### src/rtl/dsi_sched_pkg.sv
// Shared types for the DSI HS packet scheduler.
// State encoding and source indices used by scheduler and arbiter.
package dsi_sched_pkg;

    typedef enum logic [2:0] {
        ST_OFF    = 3'd0,
        ST_CLK_UP = 3'd1,
        ST_ON     = 3'd2,
        ST_START  = 3'd3,
        ST_XFER   = 3'd4,
        ST_GAP    = 3'd5,
        ST_CLK_DN = 3'd6
    } sched_state_t;

    localparam logic SRC_SPI = 1'b0;
    localparam logic SRC_AUX = 1'b1;

endpackage

### src/rtl/dsi_rr_arb2.sv
// Two-way round-robin arbiter for the DSI HS scheduler.
// Holds the favoured source; winner is combinational from the requests.
module dsi_rr_arb2
    import dsi_sched_pkg::*;
(
    input  logic clk,
    input  logic rst,
    input  logic i_req0,
    input  logic i_req1,
    input  logic i_upd,
    input  logic i_served,
    output logic o_win
);

    logic r_ptr;

    // Favour the source that was not served by the packet just completed
    always_ff @(posedge clk) begin
        if (rst) begin
            r_ptr <= SRC_SPI;
        end else if (i_upd) begin
            r_ptr <= ~i_served;
        end
    end

    // Contention goes to the favoured source, otherwise the lone requester
    always_comb begin
        o_win = SRC_SPI;
        if (i_req0 && i_req1) begin
            o_win = r_ptr;
        end else if (i_req1) begin
            o_win = SRC_AUX;
        end
    end

endmodule

### src/rtl/dsi_hs_sched.sv
// DSI HS scheduler: shares the HS packet port between two sources
// and sequences the HS clock lane around packet traffic.
module dsi_hs_sched
    import dsi_sched_pkg::*;
#(
    parameter int TW = 16
) (
    input  logic          clk,
    input  logic          rst,
    input  logic          s0_valid,
    input  logic [7:0]    s0_data,
    input  logic          s0_last,
    output logic          s0_ack,
    input  logic          s1_valid,
    input  logic [7:0]    s1_data,
    input  logic          s1_last,
    output logic          s1_ack,
    output logic          hs_start,
    output logic [7:0]    hs_data,
    output logic          hs_last,
    input  logic          hs_ack,
    input  logic          hs_rdy,
    output logic          hs_clk_req,
    input  logic          hs_clk_rdy,
    input  logic          cfg_clk_force,
    input  logic [TW-1:0] cfg_idle_timeout,
    output logic          busy,
    output logic          grant,
    output logic [15:0]   stat_pkt_cnt
);

    sched_state_t  r_state;
    sched_state_t  w_state_nxt;
    logic          r_grant;
    logic [TW-1:0] r_idle_cnt;
    logic [TW-1:0] w_idle_nxt;
    logic [15:0]   r_pkt_cnt;
    logic [15:0]   w_pkt_cnt_nxt;
    logic          w_any_valid;
    logic          w_pend;
    logic          w_xfer;
    logic          w_grant_ld;
    logic          w_pkt_done;
    logic          w_win;

    assign w_any_valid = s0_valid | s1_valid;
    assign w_pend      = w_any_valid | cfg_clk_force;

    assign hs_data = r_grant ? s1_data : s0_data;
    assign hs_last = r_grant ? s1_last : s0_last;
    assign s0_ack  = w_xfer & (r_grant == SRC_SPI) & hs_ack;
    assign s1_ack  = w_xfer & (r_grant == SRC_AUX) & hs_ack;

    assign w_pkt_done   = w_xfer & hs_ack & hs_last;
    assign grant        = r_grant;
    assign stat_pkt_cnt = r_pkt_cnt;

    dsi_rr_arb2 u_arb (
        .clk      (clk),
        .rst      (rst),
        .i_req0   (s0_valid),
        .i_req1   (s1_valid),
        .i_upd    (w_pkt_done),
        .i_served (r_grant),
        .o_win    (w_win)
    );

    // State register
    always_ff @(posedge clk) begin
        if (rst) begin
            r_state <= ST_OFF;
        end else begin
            r_state <= w_state_nxt;
        end
    end

    // Next state and per-state output decode
    always_comb begin
        w_state_nxt = r_state;
        w_grant_ld  = 1'b0;
        w_xfer      = 1'b0;
        hs_start    = 1'b0;
        busy        = 1'b0;
        hs_clk_req  = 1'b1;
        unique case (r_state)
            ST_OFF: begin
                hs_clk_req = 1'b0;
                if (w_pend) begin
                    w_state_nxt = ST_CLK_UP;
                end
            end
            ST_CLK_UP: begin
                if (hs_clk_rdy) begin
                    w_state_nxt = ST_ON;
                end
            end
            ST_ON: begin
                if (w_any_valid && hs_rdy) begin
                    w_grant_ld  = 1'b1;
                    w_state_nxt = ST_START;
                end else if (!cfg_clk_force &&
                             (r_idle_cnt >= cfg_idle_timeout)) begin
                    w_state_nxt = ST_CLK_DN;
                end
            end
            ST_START: begin
                hs_start = 1'b1;
                busy     = 1'b1;
                w_xfer   = 1'b1;
                if (hs_ack) begin
                    w_state_nxt = hs_last ? ST_GAP : ST_XFER;
                end
            end
            ST_XFER: begin
                busy   = 1'b1;
                w_xfer = 1'b1;
                if (hs_ack && hs_last) begin
                    w_state_nxt = ST_GAP;
                end
            end
            ST_GAP: begin
                if (hs_rdy) begin
                    w_state_nxt = ST_ON;
                end
            end
            ST_CLK_DN: begin
                hs_clk_req = 1'b0;
                if (!hs_clk_rdy) begin
                    w_state_nxt = ST_OFF;
                end
            end
            default: begin
                hs_clk_req  = 1'b0;
                w_state_nxt = ST_OFF;
            end
        endcase
    end

    // Grant is locked at packet start and held until the next start
    always_ff @(posedge clk) begin
        if (rst) begin
            r_grant <= SRC_SPI;
        end else if (w_grant_ld) begin
            r_grant <= w_win;
        end
    end

    // Idle counter runs only while ON; saturates so a held force cannot wrap it
    always_comb begin
        w_idle_nxt = '0;
        if (r_state == ST_ON) begin
            if (r_idle_cnt != '1) begin
                w_idle_nxt = r_idle_cnt + TW'(1);
            end else begin
                w_idle_nxt = r_idle_cnt;
            end
        end
    end

    // Idle counter register
    always_ff @(posedge clk) begin
        if (rst) begin
            r_idle_cnt <= '0;
        end else begin
            r_idle_cnt <= w_idle_nxt;
        end
    end

    // Completed-packet count, free-running wrap
    always_comb begin
        w_pkt_cnt_nxt = r_pkt_cnt;
        if (w_pkt_done) begin
            w_pkt_cnt_nxt = r_pkt_cnt + 16'd1;
        end
    end

    // Packet counter register
    always_ff @(posedge clk) begin
        if (rst) begin
            r_pkt_cnt <= 16'd0;
        end else begin
            r_pkt_cnt <= w_pkt_cnt_nxt;
        end
    end

endmodule

### config.mk
export PLATFORM = sky130hd
export DESIGN_NAME = dsi_hs_sched
export DESIGN_NICKNAME = d
export VERILOG_FILES = /design/src/rtl/dsi_sched_pkg.sv /design/src/rtl/dsi_rr_arb2.sv /design/src/rtl/dsi_hs_sched.sv
export SDC_FILE = /design/constraint.sdc
export NUM_CORES = 1
export LEC_CHECK = 0
export CORE_AREA = 2 2 92 94
export CTS_CLUSTER_DIAMETER = 40
export DETAILED_ROUTE_END_ITERATION = 12
export DIE_AREA = 0 0 94 96
export PLACE_DENSITY_LB_ADDON = 0.2
export SLEW_MARGIN = 20
export SYNTH_ARGS = -nofsm -noshare
export SYNTH_HDL_FRONTEND = slang
export SYNTH_SLANG_ARGS = --single-unit
### constraint.sdc
create_clock -name clk -period 5.58 [get_ports clk]
set_input_delay 1.395 -clock clk [delete_from_list [all_inputs] [get_ports clk]]
set_output_delay 1.395 -clock clk [all_outputs]
set_load 0.01 [all_outputs]
Yosys cells after proc, flatten, opt, wreduce, memory -nomap -nowiden --
Cells that the tools add are included.
Word-level totals: flip-flop bits (word level) 37
Operators by class: add/subtract/negate cells 2, $lt $le $gt $ge 1, equality and inequality tests 14, mux-type cells 19, bitwise logic cells 10, reduce and logical (&&, ||, !) cells 10
Operators with widths (number):
- $add 16x1->16 const B | 2
- $mux 3 | 8
- $pmux 3 s7 | 1
- $ge 16x16->1 | 1
- $ne 16x16->1 const B | 1
- $ne 2x2->1 const B | 6
- $eq 3x3->1 const B | 3
- $mux 1 | 9
- $mux 8 | 1
- $reduce_and 7->1 | 1
- $and 1x1->1 | 6
- $eq 3x2->1 const B | 2
- $reduce_or 5->1 | 1
- $logic_and 1x1->1 | 4
- $reduce_or 2->1 | 2
- $eq 3x1->1 const B | 1
- $logic_not 3->1 | 1
- $ne 3x3->1 const B | 1
- $not 1->1 | 2
- $or 1x1->1 | 2
- $logic_not 1->1 | 1

Longest topological paths before layout --
depth after elaboration 5, depth in mapped cells 9

Cells and area by module --
From an unflattened synthesis, not the netlist that was laid out.
Unflattened totals: cells, all modules 284, area, all modules 2378.5 µm²
Modules (own cells, without submodules):
- dsi_hs_sched | instances 1, cells each 279, area an instance 2331.0 µm², sequential area each 720.7 µm²
- dsi_rr_arb2 | instances 1, cells each 5, area an instance 47.5 µm², sequential area each 20.0 µm²

Worst setup path after synthesis --
No wires, ideal clock.
path kind input -> register, from input cfg_idle_timeout[0], to register r_state[0], setup time 0.069 ns, arrival 3.051 ns, data required time 5.511 ns, setup slack 2.461 ns, stages 7, cells stage by stage ha_1 nand2b_1 a2111oi_0 a2111oi_0 nor4_4 or4_1 o21ai_1
On the way: word-level cells in the longest chain between the ends 4
Ends and longest elaborated chain:
- start: declaration | line dsi_hs_sched.sv:26 | input logic [TW-1:0] cfg_idle_timeout,
- $ge 16x16->1 | line dsi_hs_sched.sv:102 | (r_idle_cnt >= cfg_idle_timeout)) begin
- $logic_and 1x1->1 | line dsi_hs_sched.sv:101 | end else if (!cfg_clk_force &&
- $ne 3x3->1 (no line)
- $reduce_and 7->1 (no line)
- end signal: assignment | line dsi_hs_sched.sv:73 | r_state <= w_state_nxt;
- end: declaration | line dsi_hs_sched.sv:32 | sched_state_t r_state;
No other way between the ends. A chain may end at the register's enable or synchronous reset.

Worst setup path in the final report --
from input hs_ack, to output s1_ack
On the way: word-level cells in the longest chain between the ends 1
Ends and longest elaborated chain:
- start: declaration | line dsi_hs_sched.sv:21 | input logic hs_ack,
- $and 1x1->1 | line dsi_hs_sched.sv:52 | assign s1_ack = w_xfer & (r_grant == SRC_AUX) & hs_ack;
- end: declaration | line dsi_hs_sched.sv:17 | output logic s1_ack,
No other way between the ends.

==> summary.md <==
| Metric | Value |
|---|---|
| Initial antenna violation count | `0` |
| Port Buffers | `72` |
| Residual DRC | `0` |
| Count of pins over their slew limit | `0` |
| DR pass1 iterations | `4` |
| Half-perimeter wire length after placement | `4.21 mm` |
| Placer congestion estimate | `about 0.74` |
| Class of the most critical setup path | `input port to primary output` |
| Leading register cell type out of synthesis | `sky130_fd_sc_hd__dfxtp_1` |
| Die Width | `about 94 um` |
| Routed via count | `approximately 2200` |
| GRT overflow | `0` |
| Reported max-cap violation count | `0` |
| Transition time of the tightest slew-check pin | `0.843 ns` |
| Post-CTS setup-driven buffer insertion count | `0` |
| Leakage power total | `0.00122 uW` |
| Area used by sequential logic in the layout | `741 sq um` |
| Max Fanout on Critical Path | `5` |
| Power per standard cell area | `226 nW/um^2` |
| Comb power frac | `0.256` |
| Timing-limited maximum frequency | `around 250 MHz` |
| Area fraction of the dominant cell type after synthesis | `0.317` |
| Number of top-level pins | `73` |
| Die Y | `96 um` |
| Number of nets in the final layout | `about 400` |
| Growth of design area from synthesis to finish | `39.5%` |
| Mean area per synthesized cell | `8.35 sq um` |
| Compound-cell area share of the yosys netlist | `0.125` |
| Vias in the first global route | `2089` |
| Number of hold buffers added after cts | `0` |
| Number of nets with antenna violations after detailed routing | `0` |
| Xor and xnor area share after synthesis | `0.0712` |
| Maximum level of the CTS H-tree | `2` |
| Endpoint type of the worst setup path | `primary output` |
| Library cell occupying the most area in the post-synthesis netlist | `sky130_fd_sc_hd__dfxtp_1` |
| Arrival time reported for the critical path endpoint | `2.67 ns` |
| Slew margin rel. | `0.433` |
| Sequential-to-total area share from yosys stat | `0.317` |
| 1st-iter DRT viols | `74` |
| Net Count, Synth | `340` |
| Total core area | `around 8100 sq um` |
| Cell chosen for the clock root | `sky130_fd_sc_hd__clkbuf_8` |
| Clock Sink Count | `37` |
| Ranking of synthesized cells by area | `sky130_fd_sc_hd__dfxtp_1 32%, sky130_fd_sc_hd__ha_1 9.6%, sky130_fd_sc_hd__nor2_1 5.9%` |
| Internal power of the cells | `531 uW` |
| Fraction of the cycle the final worst path needs | `0.728` |
| Synth async-reset ratio | `0` |
| Number of enable-type register cells in the synthesized netlist | `0` |
| Share of total power in the clock network | `0.333` |
| Top cells by count, synth | `37 x sky130_fd_sc_hd__dfxtp_1, 37 x sky130_fd_sc_hd__nor2_1, 23 x sky130_fd_sc_hd__inv_1` |
| Min Hold Slack | `slightly below 0.5 ns` |
| Global-route wire length before repair | `9.18 mm` |
| Number of buffers created by CTS | `5` |
| Starting density of the core | `0.290` |
| Wire length after detailed routing | `5.48 mm` |
| Area enclosed by the die boundary | `9020 sq um` |
| Gate count after technology mapping | `280` |
| Fillers | `819` |
| Critical path data required time | `4.18 ns` |
| Deepest clock path buffer count | `2` |
| Synth Warn # | `0` |
| Switching portion of total power | `0.280` |
| Clock transition at the registers of the reported paths | `roughly 0.070 ns` |
| Maximum number of pins on one net before global-route repair | `24` |
| Outcome | `finished clean` |
| Clock Skews | `0.00966 ns` |
| Final Setup Violations | `0` |
| Final total negative setup slack | `0 ns` |
| Unrepaired setup endpoints after global routing | `no` |
| Relative contribution of sequential cells to total power | `0.411` |
| Multiplexer share of the synthesized area | `0.0476` |
| Simple logic cell fraction of the synthesized area | `0.285` |
| Number of synthesized register bits | `37` |
| Clock latency at the later pin of the worst-skew pair | `roughly 0.29 ns` |
| Area used by multi-input combinational logic | `~1500 sq um` |
| TritonCTS clock tree | `done` |
| Category of the worst setup path launch point | `input port` |
| Worst-case vdd ir drop | `119 uV` |
| Detail-routed via count per cell | `4.78` |
| Final Hold Viols | `0` |
| Routed wirelength normalized by instance count | `12.0 um` |
| Post-layout util | `0.405` |
| P_sw | `207 uW` |
| Layout cells sized above 1 | `0.0883` |
| Total Routing Usage GR | `0.125` |
| Largest family of logic cells by synthesized area | `simple AND/OR/NAND/NOR gates` |
| Quantity of gates resized following cts | `0` |
| Tightest Hold Check Type | `register to register` |
| Number of rows created at floorplan | `33` |
| Final min period | `4.06 ns` |
| Post-synthesis cell area | `about 2300 sq um` |
| Antenna diodes | `0` |
| Synth cell types | `between 50 and 60` |
| Post-synthesis adder-cell area fraction | `0.0963` |
-- cells in the final DEF (no fill, tap or decap), types with 2 or more instances in the layout --
cell | synthesis | final
sky130_fd_sc_hd__a2111oi_0 | 2 | 2
sky130_fd_sc_hd__a211oi_1 | 2 | 2
sky130_fd_sc_hd__a21oi_1 | 18 | 18
sky130_fd_sc_hd__a41oi_1 | 2 | 2
sky130_fd_sc_hd__and3_1 | 3 | 3
sky130_fd_sc_hd__and4_1 | 3 | 3
sky130_fd_sc_hd__clkbuf_8 | 0 | 6
sky130_fd_sc_hd__clkdlybuf4s50_1 | 0 | 72
sky130_fd_sc_hd__dfxtp_1 | 37 | 37
sky130_fd_sc_hd__ha_1 | 18 | 18
sky130_fd_sc_hd__inv_1 | 23 | 23
sky130_fd_sc_hd__mux2_2 | 9 | 9
sky130_fd_sc_hd__nand2_1 | 13 | 13
sky130_fd_sc_hd__nand2b_1 | 4 | 4
sky130_fd_sc_hd__nand3_1 | 16 | 16
sky130_fd_sc_hd__nand4_1 | 7 | 7
sky130_fd_sc_hd__nor2_1 | 37 | 37
sky130_fd_sc_hd__nor3_1 | 11 | 11
sky130_fd_sc_hd__o21ai_0 | 12 | 12
sky130_fd_sc_hd__or3_1 | 4 | 4
sky130_fd_sc_hd__or4_1 | 2 | 2
sky130_fd_sc_hd__xnor2_1 | 10 | 10
sky130_fd_sc_hd__xor2_1 | 9 | 9
-- flip-flops by register name (all words and copies together) (netlist names) --
signal / cells
grant: 1
r_idle_cnt: 16
u_arb.r_ptr: 1
stat_pkt_cnt: 16
r_state: 3
-- cell families after synthesis --
| logic type | after synthesis |
|---|---|
| flops | 37 |
| xor+xnor | 19 |
| mux | 10 |
| fa+ha+maj | 18 |
| buf+inv | 33 |
| compound gates | 46 |
| simple gates | 117 |
-- worst max-delay path, stage by stage --
cell and delay (ns):
sky130_fd_sc_hd__clkdlybuf4s50_1 0.56, sky130_fd_sc_hd__and3_1 0.18, sky130_fd_sc_hd__clkdlybuf4s50_1 0.53
-- area by class of cell --
class | count | share of cell area
multi-input combinational | 210 | 0.447
sequential | 37 | 0.227
timing repair buffer | 72 | 0.221
tap | 105 | 0.0403
inverter | 24 | 0.0276
clock buffer | 6 | 0.0253
clock inverter | 2 | 0.0115
-- per-layer routing --
layer / vias to the layer above / track usage / routed length, um
li1: 1134 / - / -
met1: 973 / 0.154 / 2620
met2: 68 / 0.210 / 2380
met3: 6 / 0.0423 / 435
met4: 0 / 0.0338 / 47
met5: - / 0 / 0
-- power groups by stage --
stage               Combinational, uW  Clock, uW  Sequential (uW)
floorplan                         136          0              292
global placement                  191          0              310
detailed placement                191          0              310
CTS                               192        255              304
global route                      210        264              308
finish                            189        246              303
-- worst paths after layout --
check / slack [ns] / from / endpoint / cells after the start
hold reg to reg: 0.49 / u_arb.r_ptr / u_arb.r_ptr / 2
setup reg to reg: 3.13 / grant / stat_pkt_cnt[15] / 6
setup / recovery: 1.52 / hs_ack / s1_ack / 3
hold / removal: 0.49 / u_arb.r_ptr / u_arb.r_ptr / 2
-- per-stage QoR --
| step | instance area, sq um | total power (uW) | setup WS (ns) | instances |
|---|---|---|---|---|
| CTS | 3260 | 751 | 1.50 | 456 |
| finish | 3260 | 739 | 1.52 | 456 |
| floorplan | 2340 | 428 | 2.46 | 280 |
| global placement | 3140 | 500 | 1.52 | 448 |
| detailed placement | 3140 | 501 | 1.50 | 448 |
| global route | 3260 | 783 | 1.45 | 456 |
No activity file was read; power rests on OpenSTA's default activity.
